[src/rtl/ahb_lite_mst.sv]
// ---------------------------------------------------------------------------
// ahb_lite_mst
//   Single-outstanding AHB-Lite master. A simple valid/ready command port is
//   turned into one SINGLE transfer (IDLE -> ADDR -> DATA). The result comes
//   back as a one-cycle rsp_valid strobe with read data and error flags.
//   Misaligned or oversized commands are rejected locally with no bus traffic.
//
// Optional feature (macro AHB_MST_TIMEOUT_EN):
//   A 4-bit counter counts consecutive hready_resp=0 cycles in ADDR/DATA. On
//   the 16th such cycle the transfer is abandoned with rsp_err=rsp_timeout=1.
//   Without the macro the master waits indefinitely and rsp_timeout is 0.
//
// Ports:
//   hclk, hreset        clock (rising edge), synchronous active-high reset
//   cmd_valid/ready     command handshake; ready only while IDLE
//   cmd_write/addr/size/wdata  command fields (size uses AHB hsize encoding)
//   rsp_valid           one-cycle response strobe (no backpressure)
//   rsp_rdata/err/timeout  response payload
//   hsel/haddr/htrans/hsize/hburst/hwrite/hwdata  AHB master outputs
//   hready              hready_resp forwarded to the slave
//   hready_resp/hresp/hrdata  AHB slave responses
// ---------------------------------------------------------------------------
module ahb_lite_mst #(
    parameter int ADDR_W = 32,
    parameter int DATA_W = 32
) (
    input  logic              hclk,
    input  logic              hreset,
    input  logic              cmd_valid,
    output logic              cmd_ready,
    input  logic              cmd_write,
    input  logic [ADDR_W-1:0] cmd_addr,
    input  logic [2:0]        cmd_size,
    input  logic [DATA_W-1:0] cmd_wdata,
    output logic              rsp_valid,
    output logic [DATA_W-1:0] rsp_rdata,
    output logic              rsp_err,
    output logic              rsp_timeout,
    output logic              hsel,
    output logic [ADDR_W-1:0] haddr,
    output logic [1:0]        htrans,
    output logic [2:0]        hsize,
    output logic [2:0]        hburst,
    output logic              hwrite,
    output logic [DATA_W-1:0] hwdata,
    output logic              hready,
    input  logic              hready_resp,
    input  logic [1:0]        hresp,
    input  logic [DATA_W-1:0] hrdata
);

    typedef enum logic [1:0] {
        ST_IDLE = 2'b00,
        ST_ADDR = 2'b01,
        ST_DATA = 2'b10
    } state_t;

    localparam logic [1:0] HTRANS_IDLE   = 2'b00;
    localparam logic [1:0] HTRANS_NONSEQ = 2'b10;

    state_t            state_r,       state_s;
    logic              cmd_ready_r,   cmd_ready_s;
    logic              hsel_r,        hsel_s;
    logic [ADDR_W-1:0] haddr_r,       haddr_s;
    logic [1:0]        htrans_r,      htrans_s;
    logic [2:0]        hsize_r,       hsize_s;
    logic              hwrite_r,      hwrite_s;
    logic [DATA_W-1:0] hwdata_r,      hwdata_s;
    logic              rsp_valid_r,   rsp_valid_s;
    logic [DATA_W-1:0] rsp_rdata_r,   rsp_rdata_s;
    logic              rsp_err_r,     rsp_err_s;
    logic              rsp_timeout_r, rsp_timeout_s;
    logic              handshake_s;
    logic              unused_s;

`ifdef AHB_MST_TIMEOUT_EN
    logic [3:0]        tmo_cnt_r,     tmo_cnt_s;
`endif

    // True when addr is aligned to 2^size bytes and size is at most a word.
    function automatic logic cmd_legal(input logic [2:0] size, input logic [1:0] addr_lsb);
        logic ok;
        case (size)
            3'd0:    ok = 1'b1;
            3'd1:    ok = (addr_lsb[0] == 1'b0);
            3'd2:    ok = (addr_lsb == 2'b00);
            default: ok = 1'b0;
        endcase
        return ok;
    endfunction

    assign handshake_s = cmd_valid & cmd_ready_r;

    // Next-state and next-output logic for the transfer FSM.
    always_comb begin
        state_s       = state_r;
        hsel_s        = hsel_r;
        haddr_s       = haddr_r;
        htrans_s      = htrans_r;
        hsize_s       = hsize_r;
        hwrite_s      = hwrite_r;
        hwdata_s      = hwdata_r;
        rsp_valid_s   = 1'b0;
        rsp_rdata_s   = rsp_rdata_r;
        rsp_err_s     = rsp_err_r;
        rsp_timeout_s = rsp_timeout_r;
`ifdef AHB_MST_TIMEOUT_EN
        tmo_cnt_s     = tmo_cnt_r;
`endif

        case (state_r)
            ST_IDLE: begin
                if (handshake_s) begin
                    if (cmd_legal(cmd_size, cmd_addr[1:0])) begin
                        state_s  = ST_ADDR;
                        hsel_s   = 1'b1;
                        htrans_s = HTRANS_NONSEQ;
                        haddr_s  = cmd_addr;
                        hsize_s  = cmd_size;
                        hwrite_s = cmd_write;
                        // Write data is captured now and held through DATA.
                        hwdata_s = cmd_wdata;
                    end else begin
                        // Rejected locally: immediate error, no bus transfer.
                        rsp_valid_s   = 1'b1;
                        rsp_err_s     = 1'b1;
                        rsp_timeout_s = 1'b0;
                        rsp_rdata_s   = {DATA_W{1'b0}};
                    end
                end else begin
                    state_s = ST_IDLE;
                end
            end

            ST_ADDR: begin
                if (hready_resp) begin
                    state_s  = ST_DATA;
                    hsel_s   = 1'b0;
                    htrans_s = HTRANS_IDLE;
                end else begin
`ifdef AHB_MST_TIMEOUT_EN
                    if (tmo_cnt_r == 4'd15) begin
                        state_s       = ST_IDLE;
                        hsel_s        = 1'b0;
                        htrans_s      = HTRANS_IDLE;
                        rsp_valid_s   = 1'b1;
                        rsp_err_s     = 1'b1;
                        rsp_timeout_s = 1'b1;
                        rsp_rdata_s   = {DATA_W{1'b0}};
                    end else begin
                        tmo_cnt_s = tmo_cnt_r + 4'd1;
                    end
`else
                    state_s = ST_ADDR;
`endif
                end
            end

            ST_DATA: begin
                // An ERROR first cycle arrives with hready_resp=0 and is just a wait.
                if (hready_resp) begin
                    state_s       = ST_IDLE;
                    rsp_valid_s   = 1'b1;
                    rsp_err_s     = hresp[0];
                    rsp_timeout_s = 1'b0;
                    if (!hwrite_r && !hresp[0]) begin
                        rsp_rdata_s = hrdata;
                    end else begin
                        rsp_rdata_s = {DATA_W{1'b0}};
                    end
                end else begin
`ifdef AHB_MST_TIMEOUT_EN
                    if (tmo_cnt_r == 4'd15) begin
                        state_s       = ST_IDLE;
                        rsp_valid_s   = 1'b1;
                        rsp_err_s     = 1'b1;
                        rsp_timeout_s = 1'b1;
                        rsp_rdata_s   = {DATA_W{1'b0}};
                    end else begin
                        tmo_cnt_s = tmo_cnt_r + 4'd1;
                    end
`else
                    state_s = ST_DATA;
`endif
                end
            end

            default: begin
                state_s  = ST_IDLE;
                hsel_s   = 1'b0;
                htrans_s = HTRANS_IDLE;
            end
        endcase

`ifdef AHB_MST_TIMEOUT_EN
        // Counter restarts on every state change and is idle outside a transfer.
        if ((state_s != state_r) || (state_r == ST_IDLE)) begin
            tmo_cnt_s = 4'd0;
        end else begin
            tmo_cnt_s = tmo_cnt_s;
        end
`endif

        // Registered ready: low in reset, high from the first edge after release.
        cmd_ready_s = (state_s == ST_IDLE);
    end

    // State and output registers with synchronous reset.
    always_ff @(posedge hclk) begin
        if (hreset) begin
            state_r       <= ST_IDLE;
            cmd_ready_r   <= 1'b0;
            hsel_r        <= 1'b0;
            haddr_r       <= {ADDR_W{1'b0}};
            htrans_r      <= HTRANS_IDLE;
            hsize_r       <= 3'd0;
            hwrite_r      <= 1'b0;
            hwdata_r      <= {DATA_W{1'b0}};
            rsp_valid_r   <= 1'b0;
            rsp_rdata_r   <= {DATA_W{1'b0}};
            rsp_err_r     <= 1'b0;
            rsp_timeout_r <= 1'b0;
        end else begin
            state_r       <= state_s;
            cmd_ready_r   <= cmd_ready_s;
            hsel_r        <= hsel_s;
            haddr_r       <= haddr_s;
            htrans_r      <= htrans_s;
            hsize_r       <= hsize_s;
            hwrite_r      <= hwrite_s;
            hwdata_r      <= hwdata_s;
            rsp_valid_r   <= rsp_valid_s;
            rsp_rdata_r   <= rsp_rdata_s;
            rsp_err_r     <= rsp_err_s;
            rsp_timeout_r <= rsp_timeout_s;
        end
    end

`ifdef AHB_MST_TIMEOUT_EN
    // Consecutive wait-cycle counter.
    always_ff @(posedge hclk) begin
        if (hreset) begin
            tmo_cnt_r <= 4'd0;
        end else begin
            tmo_cnt_r <= tmo_cnt_s;
        end
    end
    assign rsp_timeout = rsp_timeout_r;
`else
    assign rsp_timeout = 1'b0;
`endif

    assign cmd_ready = cmd_ready_r;
    assign hsel      = hsel_r;
    assign haddr     = haddr_r;
    assign htrans    = htrans_r;
    assign hsize     = hsize_r;
    assign hburst    = 3'b000;
    assign hwrite    = hwrite_r;
    assign hwdata    = hwdata_r;
    assign hready    = hready_resp;
    assign rsp_valid = rsp_valid_r;
    assign rsp_rdata = rsp_rdata_r;
    assign rsp_err   = rsp_err_r;

    // Only OKAY/ERROR are used; hresp[1] and rsp_timeout_r (timeout disabled) are unread.
    assign unused_s = ^{hresp[1], rsp_timeout_r};

endmodule
[config.mk]
export PLATFORM = sky130hd
export DESIGN_NAME = ahb_lite_mst
export DESIGN_NICKNAME = d
export VERILOG_FILES = /design/src/rtl/ahb_lite_mst.sv
export SDC_FILE = /design/constraint.sdc
export NUM_CORES = 1
export LEC_CHECK = 0
export ABC_AREA = 1
export CAP_MARGIN = 20
export CORE_MARGIN = 2
export CORE_UTILIZATION = 40
export DETAILED_ROUTE_END_ITERATION = 16
export MAX_ROUTING_LAYER = met4
export PLACE_DENSITY = 0.9
export SLEW_MARGIN = 40
export SYNTH_ARGS = -nofsm -noshare
export SYNTH_HDL_FRONTEND = slang
export SYNTH_SLANG_ARGS = --single-unit
export TNS_END_PERCENT = 50
[constraint.sdc]
create_clock -name hclk -period 1.7 [get_ports hclk]
set_input_delay 0.34 -clock hclk [delete_from_list [all_inputs] [get_ports hclk]]
set_output_delay 0.34 -clock hclk [all_outputs]
set_load 0.1 [all_outputs]
**Word level (Yosys, flattened, before mapping)**

Cells that the tools add are included.

- Register bits after elaboration: 108
- Latch bits: 0
- RAM bits: 0
- Memory bits (read-only): 0
- Input port bits: 106
- Output and inout port bits: 111
- Logic and storage cells: 63
- Memories kept: 0

- Add/subtract/negate cells: 0
- Multipliers: 0
- Divide/modulo/power cells: 0
- Magnitude comparators: 0
- Equality and inequality tests: 9
- Shift operators: 0
- Mux-type cells: 29
- Bitwise gates (word level): 3
- Reductions and logical operators: 11

Operator list:

| cell | count |
|---|---|
| $mux 32 | 4 |
| $pmux 32 s2 | 1 |
| $mux 2 | 7 |
| $pmux 2 s3 | 2 |
| $mux 1 | 11 |
| $ne 2x2->1 const B | 5 |
| $reduce_and 4->1 | 2 |
| $logic_not 2->1 | 3 |
| $pmux 1 s3 | 2 |
| $pmux 1 s2 | 2 |
| $eq 3x1->1 const B | 1 |
| $eq 3x2->1 const B | 1 |
| $logic_not 3->1 | 1 |
| $reduce_and 3->1 | 1 |
| $eq 2x1->1 const B | 1 |
| $eq 2x2->1 const B | 1 |
| $logic_not 1->1 | 2 |
| $not 1->1 | 2 |
| $reduce_bool 2->1 | 1 |
| $and 1x1->1 | 1 |
| $logic_and 1x1->1 | 1 |

**Longest topological paths before layout**

Gate-level depths: netlist (run 1).

- Word-level depth: 8
- Gate-level depth with buffers: 10
- Mapped depth without buffers: 9

**Worst setup path after synthesis (run 1)**

OpenSTA, ideal clock, no wires.

- Path type: reg2reg
- Start: reg cmd_ready_r, in the netlist cmd_ready
- End: reg hwdata_r[16], in the netlist hwdata[16]
- Library setup time: 0.070 ns
- Data arrival time: 1.945 ns
- Data required time: 1.630 ns
- Path slack: -0.315 ns
- Stages on the path, launching flop included: 7
- Buffers on the path: 2
- Period minus slack after synthesis: 2.015 ns
- Cell sequence: dfxtp_1 > nand2_1 > inv_2 > buf_2 > buf_1 > nand4_1 > a21oi_1

- Cells in the longest elaborated chain, start to end: 2

Ends and longest elaborated chain:

| what | line | text |
|---|---|---|
| start, declared | 62 | `logic cmd_ready_r, cmd_ready_s;` |
| start signal, assigned | 225 | `cmd_ready_r <= cmd_ready_s;` |
| $and 1x1->1 | 92 | `assign handshake_s = cmd_valid & cmd_ready_r;` |
| $reduce_and 3->1 (no source line) | -- |  |
| end signal, assigned | 218 | `hwdata_r <= {DATA_W{1'b0}};` |
| end signal, assigned | 231 | `hwdata_r <= hwdata_s;` |
| end, declared | 68 | `logic [DATA_W-1:0] hwdata_r, hwdata_s;` |

No other way between the ends.
A chain may end at the register's enable or synchronous reset.

**Worst setup path after layout (run 1)**

- Start: in cmd_addr[0]
- End: reg rsp_rdata_r[3], in the netlist rsp_rdata[3]

- Cells in the longest elaborated chain, start to end: 6
- Elaborated cells on any way between the ends: 7
- Those cells by class: eq/ne (1); mux (3); bitwise (1); reduce/logical (2)

Ends and longest elaborated chain:

| what | line | text |
|---|---|---|
| start, declared | 32 | `input logic [ADDR_W-1:0] cmd_addr,` |
| $logic_not 2->1 / $not 1->1 (equally long branches) | 86, 85 |  |
| $pmux 1 s3 * | 83 | `case (size)` |
| $mux 1 * | 113 | `if (handshake_s) begin` |
| $mux 1 * | 111 | `case (state_r)` |
| $ne 2x2->1 (no source line) * | -- |  |
| $reduce_and 4->1 (no source line) * | -- |  |
| end signal, assigned | 220 | `rsp_rdata_r <= {DATA_W{1'b0}};` |
| end signal, assigned | 233 | `rsp_rdata_r <= rsp_rdata_s;` |
| end, declared | 70 | `logic [DATA_W-1:0] rsp_rdata_r, rsp_rdata_s;` |

Every way passes the cells marked *; elsewhere a longest branch is shown, timed or not. The select of a mux whose other input is x is not followed.

==> results of run 1 <==
## cell families (layout without fill, tap and decap cells)
kind of cell | count (synthesis) | after routing | share of synthesized area
other | 1 | 5 | 0.000851
DFF | 106 | 106 | 0.482
AOI/OAI and AO/OA | 93 | 93 | 0.118
buffers and inverters | 71 | 267 | 0.0778
and+or+nand+nor | 301 | 301 | 0.322
## routing by layer
layer,wire (um),share of wire
met1,5530,0.38
met2,7280,0.51
met4,704,0.049
met3,869,0.060
met5,0,0
## critical path: stages
cell	delay (ns)
clkdlybuf4s50_1	0.50
nand2_1	0.07
nand2_1	0.06
nand2_1	0.06
nand2_1	0.14
nand3_2	0.20
nand2_2	0.14
buf_12	0.16
nand2_1	0.06
nand2_1	0.07
nor2_1	0.05
## how the worst max path moves through the flow
| stage | start | to | slack [ns] | depth (start not counted) |
|---|---|---|---|---|
| after floorplan | htrans[1] | htrans[1] | -0.01 | 1 |
| after global placement | cmd_addr[0] | rsp_rdata[31] | -0.19 | 11 |
| after detailed placement | cmd_addr[0] | rsp_rdata[3] | -0.28 | 11 |
| after CTS | cmd_addr[0] | rsp_rdata[3] | 0.11 | 11 |
| after global routing | cmd_size[0] | rsp_rdata[3] | 0.003 | 11 |
| final | cmd_addr[0] | rsp_rdata[3] | 0.11 | 11 |
## stage by stage
step | util | hold slack, ns | power, mW | setup WS, ns
final | 0.737 | 0.333 | 6.03 | 0.115
after global routing | 0.737 | 0.336 | 6.25 | 0.00265
after CTS | 0.737 | 0.331 | 6.06 | 0.115
after detailed placement | 0.720 | 0.489 | 4.57 | -0.278
after global placement | 0.720 | 0.484 | 4.54 | -0.190
after floorplan | - | 0.508 | 3.75 | -0.0137
## cell type report
| class | count | area [sq um] |
|---|---|---|
| fill | 731 | 2840 |
| clock inverter | 5 | 42.5 |
| sequential | 106 | 2120 |
| inverter | 12 | 45.0 |
| multi-input combinational | 399 | 1950 |
| clock buffer | 11 | 141 |
| tap | 140 | 175 |
| timing repair buffer | 239 | 3480 |
## state kept, by name, indices dropped and copies added (netlist names)
register   count
hwrite         1
rsp_valid      1
state_r        2
htrans         1
rsp_rdata     32
cmd_ready      1
haddr         32
rsp_err        1
hsize          3
hwdata        32
## power by group through the flow
stage	Sequential, mW	Clock, mW	Combinational [mW]
global placement	2.73	0	1.81
global route	2.69	1.65	1.92
CTS	2.68	1.54	1.84
finish	2.68	1.52	1.84
detailed placement	2.74	0	1.84
floorplan	3.35	0	0.402
## cell usage in the layout, fill, tap and decap left out, types with 10 or more instances in the layout
master	instances
dfxtp_1	105
nand4_1	68
nor2_1	49
buf_12	114
nand3b_1	20
clkdlybuf4s50_1	103
clkbuf_8	10
nand2_1	155
a21oi_1	69
a21boi_1	20
buf_4	21
==> metrics.txt, run 1 <==
Fin. Hold Viols 0; via/cell ratio between 5 and 6; GPL Wtd Cong about 0.81; critical path capture point type register; fraction of layout cells with a size suffix above 1 0.210; Synth Area per Inst 7.70 sq um; Post-synth top cells 155 x nand2_1, 106 x dfxtp_1, 69 x a21oi_1; number of iterations in the first detailed-routing pass 4; global route overflow 0; # nets final 873; TritonCTS clock tree done; Hold Crit Depth 2; Internal Power slightly below 4 mW; reg2reg path depth 4; Core ar. around 11,000 sq um; Total Neg Setup Slack 0 ns; detailed-route wire length ~14 mm; area grow syn2layout 80.7%; status complete, no violations; count leader, synth nand2_1; RSZ-0062 raised after global routing false; largest cells by area after synthesis dfxtp_1 48%, nand2_1 13%, nand4_1 9.7%; Skew-Pair Late Insertion Delay 0.37 ns; Flop pwr share 0.444; total die area ~12,000 sq um; wire length per cell between 15 and 20 um; initial DRC count between 200 and 250; dpl hpwl between 10 and 15 mm; Post-Synthesis Cells approximately 570; combinational share of power 0.305; Root Buffer clkbuf_8; asr flop ratio synth 0; Synth cell types 23; antenna-violating nets left 0; instance area at placement about 8000 sq um; Switch Pwr about 2.1 mW; synthesized cell area around 4400 sq um; Crit Reg-Reg Startpoint state_r[1]; crit path DAT ~1.9 ns; Non-Filler Instances 912; GR Util met3 0.0496; largest fanout on the critical path 25; Net Sw Frac 0.353; DIE HEIGHT around 110 um; grt met2 use 0.397; gr usage total 0.246; residual DRC count 0; min Tclk post-route 1.59 ns; Hold Path Origin hreset; period utilization 0.933; CTS Buffer Depth 2; dpl cells approximately 900; cell taking the most area after synthesis dfxtp_1; Max Cap Viol 0; post-synthesis sequential area ratio 0.482; YS warnings 0; CP required between 1.5 and 2 ns; Cell Pwr Density 758 nW/um^2; initial antenna violation count 0; flops & latches, synth 106; vias in the first global route around 4,700; setup bufs post-CTS 0; Reg2Reg Setup Slack roughly 0.26 ns; cell row count 38; first-pass GRT wire length about 23 mm; maximum vdd drop roughly 0.00053 V; Leak 3.08 nW; WS Path Type in -> reg; die width ~110 um; WHS Endpoint hwdata[16]; largest net degree at the start of global routing 48; Hold Crit Class in -> reg; H-tree depth 3; I/O pin total approximately 220; Diodes inserted 0; Vias around 4,800; clk sinks about 110; Yosys top cell area share 0.482; post-route cell area slightly below 8000 sq um; CTS Hold Bufs 0; clock slew at reported path FFs 0.11 ns; Resize count post-CTS 0; CP startpoint kind input pin; Clk pwr share 0.251; Main synth FF type dfxtp_1; reg2reg end hwdata[6]; met1 usage 0.291; Final setup viols 0; fmax around 630 MHz; Starting Density 0.408; Post-synth EDFFs 0; busiest grt layer met2; IO Port Bufs 210; max-slew violation count 0; TritonCTS buffer count 9; Max Clock Skew around 0.019 ns
Note: power is estimated with default switching activity, not from simulation.
==> run 2: changes to the inputs <==
- ABC_CLOCK_PERIOD_IN_PS: unset -> 1700
==> results of run 2 <==
The final DEF is identical to that of run 1; final timing and power are the same.
